==> config.mk <==
export PLATFORM = sky130hd
export DESIGN_NAME = imm_splitter
export DESIGN_NICKNAME = d
export VERILOG_FILES = /design/src/rtl/imm_splitter.sv
export SDC_FILE = /design/constraint.sdc
export NUM_CORES = 1
export LEC_CHECK = 0
export CORE_ASPECT_RATIO = 0.9
export CORE_UTILIZATION = 45
export DETAILED_ROUTE_END_ITERATION = 12
export HOLD_SLACK_MARGIN = 0.02
export PLACE_DENSITY = 0.7
export SETUP_SLACK_MARGIN = 0.02
export SYNTH_ARGS = -nofsm -noshare
export SYNTH_HDL_FRONTEND = slang
export SYNTH_SLANG_ARGS = --single-unit
==> constraint.sdc <==
create_clock -name clk -period 4.5 [get_ports clk]
set_input_delay 0.45 -clock clk [delete_from_list [all_inputs] [get_ports clk]]
set_output_delay 0.45 -clock clk [all_outputs]
set_load 0.02 [all_outputs]
==> src/rtl/imm_splitter.sv <==
// rtl/imm_splitter.sv - splits a 32-bit constant into minimal sign-extended 6-bit immediate chunks
module imm_splitter (
    input  logic        clk,
    input  logic        rst,
    input  logic        in_valid,
    output logic        in_ready,
    input  logic [31:0] in_value,
    output logic        out_valid,
    input  logic        out_ready,
    output logic [5:0]  out_imm,
    output logic        out_first,
    output logic        out_last,
    output logic [2:0]  out_count
);

    typedef enum logic {
        S_IDLE,
        S_EMIT
    } state_t;

    state_t      r_state;
    logic [31:0] r_value;
    logic [2:0]  r_k;
    logic [2:0]  r_n;

    logic [2:0]  w_n;
    logic [2:0]  w_k_next;

    // Smallest n whose top chunk, sign-extended, reproduces the whole value.
    function automatic logic [2:0] f_chunks(input logic [31:0] v);
        logic [31:0] t;
        logic [2:0]  n;
        n = 3'd6;
        for (int i = 5; i >= 1; i--) begin
            t = $signed(v) >>> (6 * i - 1);
            if (t == '0 || t == '1) begin
                n = 3'(i);
            end
        end
        return n;
    endfunction

    function automatic logic [5:0] f_chunk(input logic [31:0] v, input logic [2:0] n,
                                           input logic [2:0] k);
        logic [35:0] s;
        logic [2:0]  idx;
        idx = n - k - 3'd1;
        s   = {{4{v[31]}}, v} >> (6 * idx);
        return s[5:0];
    endfunction

    assign w_n      = f_chunks(in_value);
    assign w_k_next = r_k + 3'd1;

    always_ff @(posedge clk) begin
        if (rst) begin
            r_state   <= S_IDLE;
            r_value   <= '0;
            r_k       <= '0;
            r_n       <= '0;
            in_ready  <= 1'b1;
            out_valid <= 1'b0;
            out_imm   <= '0;
            out_first <= 1'b0;
            out_last  <= 1'b0;
            out_count <= '0;
        end else begin
            case (r_state)
                S_IDLE: begin
                    if (in_valid) begin
                        r_state   <= S_EMIT;
                        r_value   <= in_value;
                        r_n       <= w_n;
                        r_k       <= '0;
                        in_ready  <= 1'b0;
                        out_valid <= 1'b1;
                        out_imm   <= f_chunk(in_value, w_n, 3'd0);
                        out_first <= 1'b1;
                        out_last  <= (w_n == 3'd1);
                        out_count <= w_n;
                    end
                end
                S_EMIT: begin
                    if (out_ready) begin
                        if (out_last) begin
                            r_state   <= S_IDLE;
                            in_ready  <= 1'b1;
                            out_valid <= 1'b0;
                            out_first <= 1'b0;
                            out_last  <= 1'b0;
                        end else begin
                            r_k       <= w_k_next;
                            out_imm   <= f_chunk(r_value, r_n, w_k_next);
                            out_first <= 1'b0;
                            out_last  <= (w_k_next == r_n - 3'd1);
                        end
                    end
                end
                default: r_state <= S_IDLE;
            endcase
        end
    end

endmodule

==> flow_summary.json <==
{
  "status": "finished, final reports clean",
  "num_vias": 2954,
  "tightest_slew_ps": 790,
  "top_layer": "met4",
  "p_total_mw": 1.05,
  "die_y_um": 77.2,
  "hold_buffers": 0,
  "cap_violations": 0,
  "die-area_um2": 6600,
  "cts.sinks": 49,
  "clk_pin_slew_worst_paths_ps": 100,
  "hold_start": "r_value[14]$_SDFFE_PP0P_",
  "r2r-start": "r_k[0]$_SDFFE_PP0P_",
  "worst_slew_margin_rel_pct": 47.1,
  "pin_count": 49,
  "cts_root_buf": "clkbuf_8",
  "placeableCoreArea_um2": 5860,
  "synth-seq-cells": 49,
  "wl_um": 8920,
  "layout.nets": 451,
  "overflow": 0,
  "hold_path.class": "register to register",
  "postCtsSetupBuffers": 0,
  "timing.final.crit_share_pct": 82.8,
  "max_freq_mhz": 269,
  "synth_most_common_cell": "nand2_1",
  "die_w_um": 85.5,
  "fin_tns_setup_ps": 0,
  "crit_slowest_cell": "clkdlybuf4s50_1",
  "synth_top_family_by_area": "simple AND/OR/NAND/NOR gates",
  "slowest_delay_ps": 580,
  "drcViolationCount": 0,
  "end_kind": "register",
  "critical_path_required_ps": 4710,
  "yosys_warnings": 0,
  "cp.arrival_ps": 3930,
  "start_util_pct": 48.2,
  "placed_area_um2": 3360,
  "clock_skew_ps": 12.1,
  "antenna_found_initial": 0,
  "gp_congestion": 0.965,
  "place_ws_ps": 501,
  "min_period_ps": 3720,
  "drt.antenna.violating_nets": 0,
  "worstPathCellList": "clkdlybuf4s50_1, nand4_1, nor4_2, nand4_2, o31a_1, o21ai_0, ha_1, inv_1, nand2_1, a211oi_1, nor3_1, nor4b_1",
  "syn_avg_cell_area_um2": 7.65,
  "worst-path-max-fanout": 11,
  "synth_adder_area_share_pct": 2.92,
  "async_flop_share_pct": 0,
  "dr_wl_met3_um": 616,
  "drt_first_pass_iters": 5,
  "first_iter_violations": 262,
  "cts_made_buffers": 5,
  "synthSimpleGateAreaFrac_pct": 26.3,
  "ys_types": 50,
  "antenna_cells": 0,
  "synth.yosys.seq_area_share_pct": 34.7,
  "grt_usage_pct": 27.8,
  "layout.cells.non_filler": 480,
  "muxShareOfSynthArea_pct": 7.00,
  "n_fill_cell": 572,
  "yosys-top-cells-count": "92 x nand2_1, 50 x a21oi_1, 49 x dfxtp_1, 25 x nor2_1, 20 x clkbuf_1",
  "synth_top_area_share_pct": 34.7,
  "cts_tree": "yes",
  "hold_viol": 0,
  "rsz0062_at_grt": "false",
  "area_growth_pct": 22.6,
  "synth_area_um2": 2820,
  "synth_top_flop_cell": "dfxtp_1",
  "post-route-cell-area_um2": 3460,
  "synth-compound-area-share_pct": 23.0,
  "hold_slack_ps": 460,
  "r2r_setup_slack_ps": 1960,
  "placed_cells": 472,
  "routedWlPerCell_um": 18.6,
  "clk_path_buf_depth": 2,
  "io_buffers": 48,
  "insertion_delay_ps": 310,
  "synth_edf_count": 0,
  "p_leak_nw": 1.29,
  "synth-xor-area-share_pct": 2.35,
  "cp-start-kind": "input pin",
  "vias_per_cell": 6.15,
  "grt_pass1_vias": 2742,
  "grt_pass1_wl_um": 14200,
  "p_per_area_nw_per_um2": 303,
  "synth_area_leaders": "dfxtp_1 35%, nand2_1 12%, a21oi_1 8.9%",
  "std_cell_rows": 26,
  "holdPathEnd": "r_value[14]$_SDFFE_PP0P_",
  "grt_start_max_net_pins": 42,
  "drive_above_1_share_pct": 5.85,
  "worst_slack_ps": 776,
  "dr_wl_met2_um": 3960,
  "final_core_util_pct": 59.1,
  "drv_slew": 0,
  "post_cts_resized": 0,
  "yosysTopAreaCell": "dfxtp_1",
  "reg2reg_depth": 8,
  "whs_path_depth": 2,
  "path_class": "input pin to register",
  "syn_inst": 369,
  "routedLengthMet1_um": 4200,
  "htreeDepth": 2,
  "r2r_end": "out_imm[3]$_SDFFE_PP0P_",
  "syn_nets": 411,
  "setup_violations": 0,
  "place_hpwl_um": 6580,
  "irDropWorstVdd_v": 0.000200
}
-- worst max-delay path by stage --
stage	endpoint	from	slack, ps
2_1_floorplan	out_imm[1]$_SDFFE_PP0P_	in_value[14]	1180
3_5_place_dp	out_imm[0]$_SDFFE_PP0P_	in_value[24]	500
3_3_place_gp	out_imm[0]$_SDFFE_PP0P_	in_value[8]	540
5_1_grt	out_imm[1]$_SDFFE_PP0P_	in_value[24]	520
6_report	out_imm[0]$_SDFFE_PP0P_	in_value[24]	780
4_1_cts	out_imm[0]$_SDFFE_PP0P_	in_value[24]	820
-- state kept, by name, indices dropped and copies added, names as in the netlist --
signal and count:
out_imm 6, r_value 32, in_ready 1, out_valid 1
out_first 1, r_state 1, r_n 3, out_last 1
r_k 3
-- layout make-up --
class / instances / area (µm²) / area share [%]
inverter: 6 / 22.5 / 0.651
clock inverter: 2 / 13.8 / 0.398
multi-input combinational: 292 / 1740 / 50.3
sequential: 49 / 981 / 28.3
clock buffer: 6 / 82.6 / 2.39
timing repair buffer: 55 / 533 / 15.4
tap: 70 / 87.6 / 2.53
-- kinds of logic after synthesis --
logic type,after synthesis
flops,49
fa+ha+maj,6
simple gates,162
compound gates,102
mux,16
xor+xnor,6
buf+inv,28
-- critical path: cells and delay by family --
family / cells / cell delay (ps)
AND/OR/NAND/NOR: 6 / 1250
buffers and inverters: 2 / 890
AO/OA/AOI/OAI: 3 / 920
adder cells (fa/ha/maj): 1 / 420
-- power by group --
part | switching, mW | internal, mW | leakage [nW] | total (mW)
Sequential | 0.0221 | 0.463 | 0.403 | 0.485
Combinational | 0.160 | 0.119 | 0.840 | 0.279
Clock | 0.160 | 0.125 | 0.0512 | 0.285
Total | 0.342 | 0.707 | 1.29 | 1.05
-- routing by layer --
metal	vias to the layer above	GRT usage [%]
li1	1396	-
met5	-	0
met1	1416	41.1
met2	130	42.0
met4	0	6.83
met3	12	4.09
-- cell usage in the layout (no fill, tap or decap), drive strengths merged, types with 7 or more instances in the layout --
master,n
nand2,92
a21oi,50
dfxtp,49
clkdlybuf4s50,48
nor2,26
mux2i,13
o21ai,12
nor3,7
buf,7
Power figures use the tool's default switching activity.
